### src/rtl/bus_cycle_ctrl.sv
// Bus cycle sequencer for a bidirectional tristate transceiver: drives dir/g_
// and the A side with programmable setup, hold, turnaround, wait states and timeout.
module bus_cycle_ctrl #(
    parameter int WIDTH = 8,
    parameter int SETUP = 1,
    parameter int HOLD  = 1,
    parameter int TURN  = 1,
    parameter int TMO   = 15
) (
    input  logic             clk,
    input  logic             rst,
    input  logic             req,
    input  logic             we,
    input  logic [WIDTH-1:0] wdata,
    output logic             busy,
    output logic             ack,
    output logic             err,
    output logic [WIDTH-1:0] rdata,
    output logic [WIDTH-1:0] a_o,
    output logic             a_oe,
    input  logic [WIDTH-1:0] a_i,
    output logic             dir,
    output logic             g_,
    input  logic             rdy
);

    localparam int M1   = (SETUP > HOLD) ? SETUP : HOLD;
    localparam int M2   = (TURN > TMO) ? TURN : TMO;
    localparam int CMAX = (M1 > M2) ? M1 : M2;
    localparam int CW   = $clog2(CMAX + 1);

    localparam logic [CW-1:0] SETUP_LAST = CW'((SETUP > 0) ? SETUP - 1 : 0);
    localparam logic [CW-1:0] HOLD_LAST  = CW'((HOLD > 0) ? HOLD - 1 : 0);
    localparam logic [CW-1:0] TURN_LAST  = CW'((TURN > 0) ? TURN - 1 : 0);
    localparam logic [CW-1:0] TMO_LAST   = CW'(TMO - 1);

    typedef enum logic [2:0] {
        S_IDLE,
        S_SETUP,
        S_ACTIVE,
        S_HOLD,
        S_TURN
    } state_t;

    state_t           state_q, state_d;
    logic [CW-1:0]    cnt_q, cnt_d;
    logic             we_q, we_d;
    logic [WIDTH-1:0] wdata_q, wdata_d;
    logic             err_pend_q, err_pend_d;
    logic [WIDTH-1:0] rdata_q, rdata_d;
    logic [WIDTH-1:0] a_o_q, a_o_d;
    logic             a_oe_q, a_oe_d;
    logic             dir_q, dir_d;
    logic             g_q, g_d;
    logic             busy_q, busy_d;
    logic             ack_q, ack_d;
    logic             err_q, err_d;

    logic             end_strobe;
    logic             end_err;
    logic             drive;

    always_comb begin
        // NOTE: every variable gets a default first so no path through the case infers a latch.
        state_d    = state_q;
        cnt_d      = cnt_q;
        we_d       = we_q;
        wdata_d    = wdata_q;
        err_pend_d = err_pend_q;
        rdata_d    = rdata_q;
        ack_d      = 1'b0;
        err_d      = 1'b0;
        end_strobe = 1'b0;
        end_err    = err_pend_q;

        unique case (state_q)
            S_IDLE: begin
                if (req) begin
                    we_d       = we;
                    wdata_d    = wdata;
                    err_pend_d = 1'b0;
                    cnt_d      = '0;
                    state_d    = (SETUP > 0) ? S_SETUP : S_ACTIVE;
                end
            end
            S_SETUP: begin
                if (cnt_q == SETUP_LAST) begin
                    cnt_d   = '0;
                    state_d = S_ACTIVE;
                end else begin
                    cnt_d = cnt_q + 1'b1;
                end
            end
            S_ACTIVE: begin
                if (rdy || cnt_q == TMO_LAST) begin
                    if (rdy && !we_q) begin
                        rdata_d = a_i;
                    end
                    if (!rdy) begin
                        err_pend_d = 1'b1;
                        end_err    = 1'b1;
                    end
                    cnt_d = '0;
                    if (HOLD > 0) begin
                        state_d = S_HOLD;
                    end else begin
                        end_strobe = 1'b1;
                    end
                end else begin
                    cnt_d = cnt_q + 1'b1;
                end
            end
            S_HOLD: begin
                if (cnt_q == HOLD_LAST) begin
                    cnt_d      = '0;
                    end_strobe = 1'b1;
                end else begin
                    cnt_d = cnt_q + 1'b1;
                end
            end
            S_TURN: begin
                if (cnt_q == TURN_LAST) begin
                    cnt_d   = '0;
                    state_d = S_IDLE;
                end else begin
                    cnt_d = cnt_q + 1'b1;
                end
            end
            default: state_d = S_IDLE;
        endcase

        // The ack cycle is the first one after the strobe (and hold) ends.
        if (end_strobe) begin
            ack_d   = 1'b1;
            err_d   = end_err;
            state_d = (TURN > 0) ? S_TURN : S_IDLE;
        end

        // NOTE: outputs are decoded from state_d and flopped, so each registered
        // output lines up with the state it belongs to rather than lagging a cycle.
        drive  = (state_d == S_SETUP) || (state_d == S_ACTIVE) || (state_d == S_HOLD);
        g_d    = (state_d != S_ACTIVE);
        dir_d  = drive & we_d;
        a_oe_d = drive & we_d;
        a_o_d  = drive ? wdata_d : a_o_q;
        busy_d = (state_d != S_IDLE);
    end

    // NOTE: sequential state uses non-blocking assignments only.
    always_ff @(posedge clk or posedge rst) begin
        if (rst) begin
            state_q    <= S_IDLE;
            cnt_q      <= '0;
            we_q       <= 1'b0;
            wdata_q    <= '0;
            err_pend_q <= 1'b0;
            rdata_q    <= '0;
            a_o_q      <= '0;
            a_oe_q     <= 1'b0;
            dir_q      <= 1'b0;
            g_q        <= 1'b1;
            busy_q     <= 1'b0;
            ack_q      <= 1'b0;
            err_q      <= 1'b0;
        end else begin
            state_q    <= state_d;
            cnt_q      <= cnt_d;
            we_q       <= we_d;
            wdata_q    <= wdata_d;
            err_pend_q <= err_pend_d;
            rdata_q    <= rdata_d;
            a_o_q      <= a_o_d;
            a_oe_q     <= a_oe_d;
            dir_q      <= dir_d;
            g_q        <= g_d;
            busy_q     <= busy_d;
            ack_q      <= ack_d;
            err_q      <= err_d;
        end
    end

    assign busy  = busy_q;
    assign ack   = ack_q;
    assign err   = err_q;
    assign rdata = rdata_q;
    assign a_o   = a_o_q;
    assign a_oe  = a_oe_q;
    assign dir   = dir_q;
    assign g_    = g_q;

endmodule

### config.mk
export PLATFORM = sky130hd
export DESIGN_NAME = bus_cycle_ctrl
export DESIGN_NICKNAME = d
export VERILOG_FILES = /design/src/rtl/bus_cycle_ctrl.sv
export SDC_FILE = /design/constraint.sdc
export NUM_CORES = 1
export LEC_CHECK = 0
export CORE_MARGIN = 4
export CORE_UTILIZATION = 30
export CTS_CLUSTER_DIAMETER = 150
export DETAILED_ROUTE_END_ITERATION = 7
export DONT_BUFFER_PORTS = 1
export GPL_ROUTABILITY_DRIVEN = 1
export GPL_TIMING_DRIVEN = 0
export PLACE_DENSITY = 0.46
export SYNTH_ARGS = -nofsm -noshare
export SYNTH_HDL_FRONTEND = slang
export SYNTH_SLANG_ARGS = --single-unit
### constraint.sdc
create_clock -name clk -period 2.4 [get_ports clk]
set_input_delay 0.24 -clock clk [delete_from_list [all_inputs] [get_ports clk]]
set_output_delay 0.24 -clock clk [all_outputs]
set_load 0.05 [all_outputs]
Word-level counts from Yosys, hierarchy flattened
Cells that the tools add are included.
Word-level totals
  flip-flop bits (word level): 38
  input bits: 21
  word-level logic and storage cells: 61
Operators by class
  add/subtract/negate cells: 1
  equal/unequal tests: 10
  muxes and demuxes: 23
  bitwise logic cells: 1
  reductions and logical operators: 14
Operators by type and width (count)
  8-bit two-way mux: 2
  3-bit two-way mux: 5
  3-bit case mux with 5 select lines: 1
  3-bit by 2-bit == test with 1-bit output (second input constant): 4
  4-bit two-way mux: 3
  4-bit case mux with 3 select lines: 1
  1-bit two-way mux: 10
  3-bit by 1-bit == test with 1-bit output (second input constant): 2
  3-bit nonzero test: 2
  4-bit by 1-bit adder with 4-bit output (second input constant): 1
  4-bit == test (second input constant): 1
  4-bit zero test: 1
  2-bit AND reduction: 2
  3-bit == test (second input constant): 1
  3-bit zero test: 1
  1-bit logical OR: 3
  3-bit by 2-bit != test with 1-bit output (second input constant): 1
  3-bit AND reduction: 1
  3-bit OR reduction: 1
  2-bit != test (second input constant): 1
  1-bit case mux with 2 select lines: 1
  2-bit nonzero test: 1
  1-bit AND: 1
  1-bit logical AND: 1
  1-bit zero test: 1

Logic depth before layout (Yosys ltp)
  depth in word-level cells: 9
  mapped depth: 7

Worst setup path before layout
Ideal clock, no wire load.
  path kind: register -> register
  start point: reg cnt_q[0]
  end point: reg a_o_q[0], in the netlist a_o[0]
  library setup time: 0.125 ns
  data arrival time: 1.623 ns
  setup slack: 0.652 ns
  cell stages (with the launch flop): 6
  cells stage by stage: dfrtp_1 -> inv_1 -> ha_1 -> nor3b_2 -> a311oi_4 -> mux2_2
On the way
  word-level cells in the longest chain between the ends: 8
RTL lines
  from (decl): RTL line 46  | logic [CW-1:0] cnt_q, cnt_d;
  from (signal assigned): RTL line 167  | cnt_q <= cnt_d;
  4-bit == test: RTL line 95  | if (rdy || cnt_q == TMO_LAST) begin
  1-bit logical OR: RTL line 95
  3-bit two-way mux: RTL line 95
  3-bit case mux with 5 select lines: RTL line 76  | unique case (state_q)
  3-bit two-way mux (*): RTL line 133  | if (end_strobe) begin
  3-bit by 1-bit == test with 1-bit output or 3-bit by 2-bit == test with 1-bit output (tied branches): RTL line 141  | drive = (state_d == S_SETUP) || (state_d == S_ACTIVE) || (state_d == S_HOLD);
  1-bit logical OR: RTL line 141
  1-bit logical OR (*): RTL line 141
  to (signal assigned): RTL line 172  | a_o_q <= a_o_d;
  to (decl): RTL line 51  | logic [WIDTH-1:0] a_o_q, a_o_d;
Every way passes the cells marked *; elsewhere a longest branch is shown, timed or not.
A chain may end at the register's enable or synchronous reset.

Worst setup path after layout
  start point: reg cnt_q[0]
  end point: reg a_o_q[3], in the netlist a_o[3]
The elaborated chain is that of the path after synthesis.

==> results.sh <==
export IMPL_antenna_found_initial=0
export IMPL_arrival_ns=2.16
export IMPL_core_area_um2=5270
export IMPL_synth_seq_cells=38
export IMPL_dpl_hpwl_um=2210
export IMPL_fmax_mhz=500
export IMPL_initialDrtViolationCount=29
export IMPL_finalNonFillerCells=203
export IMPL_finalWeightedCongestion=0.779
export IMPL_postSynthAreaPerCell_um2=13.6
export IMPL_dr_pass1_iters=4
export IMPL_hp_class="input pin to flip-flop"
export IMPL_ys_seq_area_share_pct=56.6
export IMPL_busiest_layer="met2"
export IMPL_diodes=0
export IMPL_gr_usage_met1_pct=9.76
export IMPL_rsz0062_at_grt="false"
export IMPL_syn_to_final_growth_pct=12.1
export IMPL_grt_met3_usage_pct=3.96
export IMPL_min_period_over_period_pct=83.3
export IMPL_vias=962
export IMPL_yosysWarnings=0
export IMPL_remaining_drc_errors=0
export IMPL_synth_cell_types=35
export IMPL_crit_fanout=10
export IMPL_dp_cells=194
export IMPL_syn_area_um2=1680
export IMPL_min_period_ns=2.00
export IMPL_end_kind="flip-flop"
export IMPL_cts_resized=0
export IMPL_wl_per_cell_um=14.6
export IMPL_setup_tns_ns=0
export IMPL_cts_buffer_depth=2
export IMPL_die_area_um2=6870
export IMPL_start_util_pct=31.9
export IMPL_r2r_setup_slack_ns=0.40
export IMPL_ant_nets=0
export IMPL_cts_root_buf="clkbuf_8"
export IMPL_reg2reg_depth=5
export IMPL_setup_viol=0
export IMPL_fin_skew_ns=0.00673
export IMPL_grt_use_met2_pct=15.2
export IMPL_n_fill_cell=536
export IMPL_viasPerCell=4.74
export IMPL_slew_headroom_pct=50.0
export IMPL_cap_violations=0
export IMPL_drive_above_1_share_pct=36.1
export IMPL_cts_setup_buffers=0
export IMPL_cp_required_ns=2.56
export IMPL_cp_top_family="compound AO/OA/AOI/OAI gates"
export IMPL_fp_dieH_um=82.9
export IMPL_drt_wl_total_um=2970
export IMPL_crit_slowest_cell="a311oi_4"
export IMPL_grt_usage_pct=9.13
export IMPL_status="completed"
export IMPL_cp_cell_sequence="inv_1 > ha_1 > nor3b_2 > a311oi_4 > mux2_2"
export IMPL_cts_hold_buf=1
export IMPL_startpoint_type="flip-flop"
export IMPL_clk_latency_ns=0.28
export IMPL_port_buffers=0
export IMPL_min_path_cells=1
export IMPL_syn_nets=148
export IMPL_grt_max_degree=39
export IMPL_crit_cells=5
export IMPL_pin_count=43
export IMPL_synth_cells=124
export IMPL_clk_pin_slew_worst_paths_ns=0.07
export IMPL_layout_commonest_cell="dfrtp_1"
export IMPL_rows=26
export IMPL_final_nets=156
export IMPL_hold_viol_final=0
export IMPL_grt_pass1_wl_um=4980
export IMPL_cpPeakStageDelay_ns=0.62
export IMPL_critPathBufInv=1
export IMPL_cts_tree="done"
export IMPL_gr_total_overflow=0
export IMPL_die_w_um=82.9
export IMPL_slew_violations=0
export IMPL_layout_common_cells="37 x dfrtp_1, 26 x mux2_2, 8 x nor2_1"
export IMPL_grt_pass1_vias=992
export IMPL_cts_buffers=5
export IMPL_cts_htree_levels=2
export IMPL_worstSetupPathType="flip-flop to flip-flop"
export IMPL_tightest_slew_ns=0.749
export IMPL_clock_sinks=38
-- flip-flops by register name, indices dropped and copies added (netlist names) --
signal / count
a_o: 8
rdata: 8
wdata_q: 8
cnt_q: 4
state_q: 3
ack: 1
busy: 1
dir: 1
err: 1
err_pend_q: 1
g_: 1
we_q: 1
-- metrics by stage --
step / util [%] / hold slack, ns / worst slack, ns / instance area [µm²]
after detailed placement: 33.6 / 0.312 / 0.364 / 1770
after global placement: 33.6 / 0.392 / 0.421 / 1770
after global routing: 35.8 / 0.0960 / 0.263 / 1890
after CTS: 35.8 / 0.0992 / 0.361 / 1890
final: 35.8 / 0.113 / 0.402 / 1890
after floorplan: - / 0.390 / 0.652 / 1680
-- path summary, 6_finish.rpt --
kind	start	endpoint
max	cnt_q[0]	a_o[3]
min	a_i[3]	rdata[3]
max reg2reg	cnt_q[0]	a_o[3]
min reg2reg	wdata_q[0]	wdata_q[0]
max in group asynchronous	rst	rdata[0]
min in group asynchronous	rst	busy
-- cell usage after synthesis --
library cell	number	share of area [%]
dfrtp_1	37	55
mux2_2	26	17
nor2_1	8	1.8
buf_4	4	1.8
inv_1	4	0.89
a21oi_1	3	0.89
buf_2	3	0.89
ha_1	3	2.2
nand2_1	3	0.67
nand3_1	3	0.89
a211oi_1	2	0.89
a31oi_1	2	0.74
and2_1	2	0.74
nand2b_1	2	0.74
nor2b_1	2	0.74
a211o_1	1	0.52
a221o_1	1	0.60
a22o_1	1	0.52
a22oi_4	1	1.3
a311oi_4	1	1.6
a41oi_1	1	0.52
and3b_1	1	0.52
buf_6	1	0.67
dfstp_2	1	1.6
nand2_2	1	0.37
nand3b_1	1	0.45
nor3_1	1	0.30
nor3b_2	1	0.74
nor4b_1	1	0.52
nor4b_2	1	0.89
o21bai_1	1	0.45
or2_1	1	0.37
or3b_4	1	0.67
or4b_1	1	0.60
xor2_1	1	0.52
-- metal layers --
layer  share of wire [%]  vias up
met5                   0        -
met3                 8.3        2
met1                  41      474
met2                  49       37
li1                    -      449
met4                 1.3        0
-- worst register-to-register path: stages (launching register included) --
cell,delay [ns]
dfrtp_1,0.37
inv_1,0.09
ha_1,0.21
nor3b_2,0.18
a311oi_4,0.62
mux2_2,0.41
-- cell families (layout without fill, tap and decap cells) --
logic type               count (synthesis)  after routing  synth area share, %
AO/OA/AOI/OAI                           14             14                 7.96
flip-flops                              38             38                 56.6
buffers and inverters                   12             21                 4.24
AND/OR/NAND/NOR                         30             30                 11.0
multiplexers                            26             26                 17.4
adder cells (fa/ha/maj)                  3              3                 2.23
XOR/XNOR                                 1              1                0.521
-- area by class of cell --
class                      count  area [µm²]  share of cell area (%)
clock buffer                   7        76.3                    4.05
multi-input combinational     74         658                    34.9
tap                           70        87.6                    4.64
timing repair buffer           1        10.0                   0.531
buffer                         8        56.3                    2.99
inverter                       4        15.0                   0.796
sequential                    38         952                    50.5
clock inverter                 1        30.0                    1.59
Power is left out: the tool's default activity adds up to more than one toggle a clock period on the data nets, which glitch-free logic cannot reach.
